`src/rtl/alu_flags_pkg.sv`:
```
// Shared encodings and the NZCV flag bundle for the ALU flag unit.
// Imported by alu_flag_calc and alu_flag_unit.
package alu_flags_pkg;

  localparam logic [1:0] CTRL_ADD = 2'b00;
  localparam logic [1:0] CTRL_SUB = 2'b01;

  typedef struct packed {
    logic n;
    logic z;
    logic c;
    logic v;
  } nzcv_t;

endpackage

```
`src/rtl/alu_flag_calc.sv`:
```
// Combinational NZCV derivation from operands, result and adder carry.
// Purely combinational; registered by alu_flag_unit.
module alu_flag_calc
  import alu_flags_pkg::*;
#(
  parameter int WIDTH = 8
) (
  input  logic [WIDTH-1:0] num1,
  input  logic [WIDTH-1:0] num2,
  input  logic [WIDTH-1:0] result,
  input  logic             carry_in,
  input  logic [1:0]       control,
  output nzcv_t            flags
);

  localparam int MSB = WIDTH - 1;

  logic arith;
  logic same_sign;

  assign arith = !control[1];

  // Operand signs agree once the subtrahend is sign-flipped for SUB.
  assign same_sign = !(num1[MSB] ^ num2[MSB] ^ control[0]);

  always_comb begin
    flags   = '0;
    flags.n = result[MSB];
    flags.z = (result == '0);
    flags.c = arith & carry_in;
    flags.v = arith & (num1[MSB] ^ result[MSB]) & same_sign;
  end

endmodule

```
`src/rtl/alu_flag_unit.sv`:
```
// Registered NZCV flag stage with valid/ready handshake.
// Sticky overflow tracking is built only with ALU_FLAGS_STICKY_EN.
module alu_flag_unit
  import alu_flags_pkg::*;
#(
  parameter int WIDTH     = 8,
  parameter int CNT_WIDTH = 8
) (
  input  logic                 clk,
  input  logic                 rst_n,
  input  logic                 in_valid,
  output logic                 in_ready,
  input  logic [WIDTH-1:0]     num1,
  input  logic [WIDTH-1:0]     num2,
  input  logic [WIDTH-1:0]     result,
  input  logic                 carry_in,
  input  logic [1:0]           control,
  output logic                 out_valid,
  input  logic                 out_ready,
  output logic                 flag_n,
  output logic                 flag_z,
  output logic                 flag_c,
  output logic                 flag_v,
  input  logic                 sticky_clr,
  output logic                 sticky_v,
  output logic [CNT_WIDTH-1:0] ovf_count
);

  nzcv_t calc_flags;
  nzcv_t flags_d, flags_q;
  logic  out_valid_d, out_valid_q;
  logic  accept;

  alu_flag_calc #(
    .WIDTH(WIDTH)
  ) u_calc (
    .num1    (num1),
    .num2    (num2),
    .result  (result),
    .carry_in(carry_in),
    .control (control),
    .flags   (calc_flags)
  );

  assign in_ready = !out_valid_q || out_ready;
  assign accept   = in_valid && in_ready;

  always_comb begin
    flags_d     = flags_q;
    out_valid_d = out_valid_q;
    if (accept) begin
      flags_d     = calc_flags;
      out_valid_d = 1'b1;
    end else if (out_ready) begin
      out_valid_d = 1'b0;
    end
  end

  always_ff @(posedge clk or negedge rst_n) begin
    if (!rst_n) begin
      flags_q     <= '0;
      out_valid_q <= 1'b0;
    end else begin
      flags_q     <= flags_d;
      out_valid_q <= out_valid_d;
    end
  end

  assign out_valid = out_valid_q;
  assign flag_n    = flags_q.n;
  assign flag_z    = flags_q.z;
  assign flag_c    = flags_q.c;
  assign flag_v    = flags_q.v;

`ifdef ALU_FLAGS_STICKY_EN
  logic                 sticky_d, sticky_q;
  logic [CNT_WIDTH-1:0] cnt_d, cnt_q;

  // A clear coinciding with a new overflow restarts the count at one.
  always_comb begin
    sticky_d = sticky_q;
    cnt_d    = cnt_q;
    if (sticky_clr) begin
      sticky_d = 1'b0;
      cnt_d    = '0;
    end
    if (accept && calc_flags.v) begin
      sticky_d = 1'b1;
      if (sticky_clr) begin
        cnt_d = CNT_WIDTH'(1);
      end else if (cnt_q != '1) begin
        cnt_d = cnt_q + CNT_WIDTH'(1);
      end
    end
  end

  always_ff @(posedge clk or negedge rst_n) begin
    if (!rst_n) begin
      sticky_q <= 1'b0;
      cnt_q    <= '0;
    end else begin
      sticky_q <= sticky_d;
      cnt_q    <= cnt_d;
    end
  end

  assign sticky_v  = sticky_q;
  assign ovf_count = cnt_q;
`else
  logic unused_sticky_clr;

  assign unused_sticky_clr = sticky_clr;
  assign sticky_v          = 1'b0;
  assign ovf_count         = '0;
`endif

endmodule

```
`config.mk`:
```
export PLATFORM = sky130hd
export DESIGN_NAME = alu_flag_unit
export DESIGN_NICKNAME = d
export VERILOG_FILES = /design/src/rtl/alu_flags_pkg.sv /design/src/rtl/alu_flag_calc.sv /design/src/rtl/alu_flag_unit.sv
export SDC_FILE = /design/constraint.sdc
export NUM_CORES = 1
export LEC_CHECK = 0
export ABC_AREA = 1
export CORE_MARGIN = 2
export CORE_UTILIZATION = 26
export CTS_CLUSTER_DIAMETER = 200
export DETAILED_ROUTE_END_ITERATION = 8
export GPL_ROUTABILITY_DRIVEN = 0
export PLACE_DENSITY_LB_ADDON = 0.25
export SLEW_MARGIN = 20
export SYNTH_ARGS = -nofsm -noshare
export SYNTH_HDL_FRONTEND = slang
export SYNTH_SLANG_ARGS = --single-unit
```
`constraint.sdc`:
```
create_clock -name clk -period 1.2 [get_ports clk]
set_input_delay 0.3 -clock clk [delete_from_list [all_inputs] [get_ports clk]]
set_output_delay 0.3 -clock clk [all_outputs]
set_load 0.05 [all_outputs]
```
# Word-level counts from Yosys, hierarchy flattened
# Index checks and enable logic that the tools add are counted.
# op_classes
addsub	0
multipliers	0
div_mod_pow	0
order_cmp	0
n_eq_ne	0
shift	0
n_mux	2
bitwise_logic	6
reduce_logical	7
# ops
operator	n
zero test 8 bit	1
AND 1 bit	3
zero test 1 bit	3
bitwise XOR 1 bit	3
two-way mux 1 bit	2
nonzero test 2 bit	1
logical AND 1 bit	1
logical OR 1 bit	1
# totals
register_bits	5
latchBits	0
mem_bits_rw	0
romBits	0
input_bits	32
elab_cells	20
n_memories	0

# Depth between registers and ports, before layout
# Gate-level depths: netlist of run 1.
# logic_depth
ltp_word	4
ltp_mapped	7

# Modules after synthesis
# From an unflattened synthesis of run 1, not the netlist that was laid out.
# unflattened
hier_cells	54
hier_area_um2	366.6
# modules_own_cells
module	n_inst	cells_each	area_per_inst_um2	seq_area_each_um2
alu_flag_unit	1	31	276.5	125.1
alu_flag_calc	1	23	90.1	0.0

# Worst setup path after synthesis of run 1
# OpenSTA, ideal clock, no wires.
# synth_timing
path_type	reg2reg
from	register out_valid_q, in the netlist out_valid
to	register flags_q, in the netlist flag_z
setup_ns	0.118
arrival_ns	1.153
slack_ns	-0.071
path_stages_with_launch	6
path_buffers	0
synth_period_minus_slack_ns	1.271
cell_sequence	dfrtp_1 nand2_4 nand2_4 inv_1 nand2_1 nand2_1
# synth_between
elab_chain_cells	3
# synth_rtl
item	line	source
from (decl)	alu_flag_unit.sv:31	logic out_valid_d, out_valid_q;
from (signal assigned)	alu_flag_unit.sv:65	out_valid_q <= out_valid_d;
zero test 1 bit	alu_flag_unit.sv:45	assign in_ready = !out_valid_q || out_ready;
logical OR 1 bit	alu_flag_unit.sv:45	
via in_ready	alu_flag_unit.sv:12	output logic in_ready,
logical AND 1 bit	alu_flag_unit.sv:46	assign accept = in_valid && in_ready;
to (signal assigned)	alu_flag_unit.sv:64	flags_q <= flags_d;
to (decl)	alu_flag_unit.sv:30	nzcv_t flags_d, flags_q;
# The timed path passes the listed nets, and every way through them passes these cells.
# A chain may end at the register's enable or synchronous reset.

# Worst setup path after layout of run 1
# layout_timing
from	register out_valid_q, in the netlist out_valid
to	output port in_ready
# layout_between
elab_chain_cells	2
# layout_rtl
item	line
zero test 1 bit	alu_flag_unit.sv:45
logical OR 1 bit	alu_flag_unit.sv:45
to (decl)	alu_flag_unit.sv:12
# No other way between the ends.

==> results.py, run 1 <==
metrics = {
    "setup_path": {
        "reg2reg_slack_ns": 0.23,
        "r2r-end": "flag_v",
        "startpoint": "out_valid",
        "setup.worst_path.class": "reg -> out",
        "critical_path_arrival_ns": 0.87,
        "reg2reg_from": "out_valid",
        "reg2regPathDepth": 6,
        "end_kind": "output pin",
        "crit_path_start_kind": "flop",
        "critPathMaxFanout": 2,
        "cp.required_ns": 0.90,
    },
    "global_route": {
        "grt_max_degree": 9,
        "first_global_vias": 317,
        "gr-total-overflow": 0,
        "antenna_found_initial": 0,
        "grt_usage_pct": 10.2,
        "grt_pass1_wl_mm": 1.14,
    },
    "layout": {
        "layout_commonest_cell": "nand2_1",
        "fin_area_sq_um": 662,
        "nets": 111,
        "drive_gt1_share_pct": 21.8,
        "register_area_sq_um": 126,
        "multi_input_area_sq_um": 174,
        "diodes": 0,
        "fillerInstances": 129,
        "fin_util_pct": 50.9,
        "layout_common_cells": "nand2_1, clkdlybuf4s50_1, conb_1",
        "area_growth_pct": 84.3,
        "stdcell_count": 93,
    },
    "detailed_routing": {
        "num_vias": 344,
        "drc_errors": 0,
        "drtIter0Drc": 13,
        "avgRoutedWirePerCell_um": 7.78,
        "drt_wl_total_um": 724,
        "drt_pass1_iterations": 4,
        "viasPerCell": 3.70,
        "antenna_left": 0,
    },
    "place": {
        "dp_cells": 88,
        "hpwl_um": 631,
        "placedInstanceArea_sq_um": 629,
        "numPortBuffers": 22,
    },
    "yosys": {
        "syn_area_per_cell_sq_um": 7.04,
        "yosysSeqAreaShare_pct": 34.8,
        "ys_ff_latch": 5,
        "synth.top_cell.area_share_pct": 34.8,
        "synth_largest_area_cell": "dfrtp_1",
        "ys_warn_count": 0,
        "synth.area.top_cells": "dfrtp_1, buf_4, nand2_1",
        "synthesis.area_sq_um": 359,
        "synth.distinct_cells": 11,
        "synth_cells": 51,
    },
    "die": {
        "chipHeight_um": 41.2,
        "fp-row-count": 13,
        "start_util_pct": 27.6,
        "die_area_sq_um": 1690,
        "core_sq_um": 1300,
        "pin_count": 47,
        "die_x_um": 41.2,
    },
    "sta": {
        "report.final.hold_viol_count": 0,
        "fin_crit_ns": 1.17,
        "period_share_pct": 97.6,
        "rsz0062_at_grt": "no",
        "finClkSkew_ns": 0.00429,
        "setup-violations-final": 0,
        "fmax_ghz": 0.854,
        "maxSlewViolCount": 0,
    },
    "cts": {
        "clk_path_buf_depth": 2,
        "cts_tree": "yes",
        "insertion_delay_ns": 0.24,
        "cts_hold_buffers": 0,
        "h-tree-depth": 1,
        "clockRootBuffer": "clkbuf_4",
        "cts_sinks": 5,
        "path_clk_slew_ns": 0.05,
        "cts_buffers": 3,
    },
    "hold_path": {
        "hold_path.class": "in -> async",
    },
    "pwr": {
        "pwr-share-comb_pct": 44.2,
        "powerDensity_nw_per_um2": 1070,
        "power_frac_clock_pct": 27.0,
        "vdd_drop_max_mv": 0.374,
        "seqPwrFrac_pct": 28.8,
        "p_sw_uw": 259,
        "p_leak_nw": 0.345,
        "p_sw_share_pct": 36.8,
        "p_total_uw": 706,
        "p_int_uw": 446,
    },
    "status": {
        "status": "complete, no violations",
    },
    "flow_run": {
        "drv_cap": 0,
    },
}
## worst max path at each step
stage | slack, ns | end | depth (start not counted)
after global routing | 0.007 | in_ready | 2
final | 0.03 | in_ready | 2
after floorplan | 0.11 | flag_z | 5
after detailed placement | -0.14 | in_ready | 4
after CTS | 0.009 | in_ready | 2
after global placement | -0.14 | in_ready | 4
## power by group through the flow
stage	registers, mW	logic (mW)	clock network [mW]
after CTS	0.204	0.313	0.196
after floorplan	0.251	0.135	0
after global routing	0.205	0.331	0.202
after detailed placement	0.206	0.310	0
after global placement	0.206	0.307	0
final	0.203	0.312	0.190
## synth_stat cells
| master | number |
|---|---|
| nand2_1 | 18 |
| buf_4 | 9 |
| inv_1 | 6 |
| nor2_1 | 6 |
| dfrtp_1 | 5 |
| nand2_4 | 2 |
| conb_1 | 1 |
| nand3_1 | 1 |
| nor2_2 | 1 |
| nor2_4 | 1 |
| o21ai_0 | 1 |
## per-layer routing
layer / share of wire, % / GRT usage [%] / up-vias
li1: - / - / 184
met1: 38 / 11.7 / 144
met2: 52 / 16.4 / 16
met3: 10 / 2.17 / 0
met4: 0 / 7.26 / 0
met5: 0 / 0 / -
## metrics by stage
stage               hold slack [ns]  setup TNS, ns  setup slack [ns]
detailed placement            0.538         -0.342            -0.140
finish                        0.281              0            0.0284
CTS                           0.285              0           0.00851
floorplan                   0.00441              0             0.107
global route                  0.297              0           0.00722
global placement              0.528         -0.306            -0.139
## repair_timing
action / in CTS / in global routing
gates cloned: 0 / 0
pin swaps: 0 / 1
endpoints found under the setup margin: 1 / 1
resized for setup: 2 / 0
setup buffers: 1 / 0
## final cells by class
class	count	share of cell area, %
well taps	15	2.84
multi-input cells	39	26.3
flip-flops and latches	5	19.1
inverters	6	3.40
clock buffers	4	3.97
repair buffers	24	44.4
## cell families after synthesis
logic type,synth area share [%]
compound gates,1.39
buf+inv,25.1
flops,34.8
other cells,1.04
simple gates,37.6
## worst max-delay path, stage by stage (launching register included)
cell and delay [ns]:
dfrtp_2 0.43, nand2_4 0.08, buf_12 0.13
## registers in the layout, indices dropped and copies added (netlist names)
signal and count:
flag_n 1, flag_z 1, flag_c 1, flag_v 1
out_valid 1
Power figures use the tool's default switching activity.
==> run 2: changes to the inputs <==
Settings changed: CORE_MARGIN 2 to unset.
==> run 2 against run 1 <==
Sequential cell count is the same. Largest power group unchanged. Sequential share of layout area is the same. First-iteration DRC count shrank 69%. Critical endpoint unchanged. Cell area is the same. Sequential power is essentially flat.
==> results.py, run 2 (synthesis results as in run 1) <==
metrics = {
    "global_route": {
        "first_global_vias": 327,
        "gr-total-overflow": 0,
        "grt_usage_pct": 10.9,
        "antenna_found_initial": 0,
        "grt_max_degree": 9,
        "grt_pass1_wl_mm": 1.12,
    },
    "place": {
        "numPortBuffers": 22,
        "dp_cells": 88,
        "hpwl_um": 550,
        "dp_worst_setup_slack_ns": -0.153,
    },
    "cts": {
        "cts_hold_buffers": 0,
        "path_clk_slew_ns": 0.04,
        "cts_buffers": 3,
        "clockRootBuffer": "clkbuf_4",
        "clk_path_buf_depth": 2,
        "cts_tree": "yes",
        "h-tree-depth": 1,
        "cts_sinks": 5,
        "insertion_delay_ns": 0.23,
    },
    "flow_run": {
        "drv_cap": 0,
    },
    "sta": {
        "setup-violations-final": 0,
        "rsz0062_at_grt": "yes",
        "report.final.hold_viol_count": 0,
        "maxSlewViolCount": 0,
        "period_share_pct": 97.9,
        "setup_slack_ns": 0.0250,
        "fin_crit_ns": 1.18,
        "fmax_ghz": 0.851,
        "finClkSkew_ns": 0.00339,
    },
    "die": {
        "die_x_um": 39.2,
        "chipHeight_um": 39.2,
        "fp-row-count": 13,
        "die_area_sq_um": 1530,
        "pin_count": 47,
        "core_sq_um": 1280,
        "start_util_pct": 27.9,
    },
    "pwr": {
        "p_total_uw": 701,
        "vdd_drop_max_mv": 0.372,
        "p_leak_nw": 0.345,
        "powerDensity_nw_per_um2": 1060,
    },
    "layout": {
        "layout_commonest_cell": "nand2_1",
        "area_growth_pct": 84.3,
        "nets": 111,
        "fillerInstances": 134,
        "diodes": 0,
        "multi_input_area_sq_um": 174,
        "drive_gt1_share_pct": 21.8,
        "stdcell_count": 93,
        "layout_common_cells": "nand2_1, clkdlybuf4s50_1, conb_1",
        "register_area_sq_um": 126,
    },
    "setup_path": {
        "setup.worst_path.class": "reg -> out",
        "max_stage_delay_ns": 0.43,
        "end_kind": "output pin",
        "crit_family": "flip-flops",
        "reg2regPathDepth": 6,
        "cp.required_ns": 0.90,
        "critPathMaxFanout": 2,
        "critPathBufInv": 1,
        "path_cells": "nand2_4, buf_12",
        "crit_path_start_kind": "flop",
        "worstSetupPathDepth": 2,
        "worst_path_max_delay_cell": "dfrtp_2",
        "critical_path_arrival_ns": 0.88,
    },
    "hold_path": {
        "hold_path.class": "in -> async",
    },
    "detailed_routing": {
        "num_vias": 351,
        "antenna_left": 0,
        "drt_wl_total_um": 645,
        "avgRoutedWirePerCell_um": 6.94,
        "drtIter0Drc": 4,
        "drt_pass1_iterations": 2,
        "drc_errors": 0,
        "viasPerCell": 3.77,
    },
    "status": {
        "status": "complete, no violations",
    },
}
-- run 2: cell counts in the layout (fill, tap and decap cells not counted) --
No cell type changed its count.
-- run 2: final timing paths --
kind,from,endpoint,slack (ns)
hold / removal,rst_n,flag_z,0.28
min in group clk,flag_v,flag_v,0.54
hold reg to reg,flag_v,flag_v,0.54
max in group asynchronous,rst_n,out_valid,0.71
setup reg to reg,out_valid,flag_c,0.23
setup / recovery,out_valid,in_ready,0.02
-- run 2: layer usage --
metal	global-route usage, %	part of all wire (%)	vias to the layer above
met5	0	0	-
met3	1.73	7.1	0
met1	10.8	41	147
met2	20.0	52	17
li1	-	-	187
met4	7.76	0	0
-- run 2: what timing repair did --
item / in CTS / in global routing
pin swaps: 1 / 0
endpoints found under the setup margin: 1 / 1
gates cloned: 0 / 0
endpoints found under the hold margin: 0 / 0
gates resized for setup: 2 / 0
setup buffers: 1 / 0
-- run 2: area by class of cell --
type / instances / share of cell area, %
Timing Repair Buffer: 24 / 44.4
Inverter: 6 / 3.40
Sequential cell: 5 / 19.1
Multi-Input combinational cell: 39 / 26.3
Clock buffer: 4 / 3.97
Tap cell: 15 / 2.84
-- run 2: per-stage QoR --
step	instance area, sq um	hold slack [ns]	util, %	TNS, ns
global placement	629	0.528	49.0	-0.292
CTS	662	0.289	51.5	0
floorplan	390	0.00441	-	0
finish	662	0.282	51.5	0
global route	662	0.284	51.5	-0.00326
detailed placement	629	0.535	49.0	-0.402
-- run 2: power breakdown --
group	switching [mW]	internal [mW]
logic	0.175	0.135
registers	0.0184	0.185
clock network	0.0611	0.125
total	0.255	0.446
==> run 3: changes to the inputs <==
Settings changed: SLEW_MARGIN 20 to unset.
==> results of run 3 <==
Final layout, timing and power as in run 2 (identical DEF).
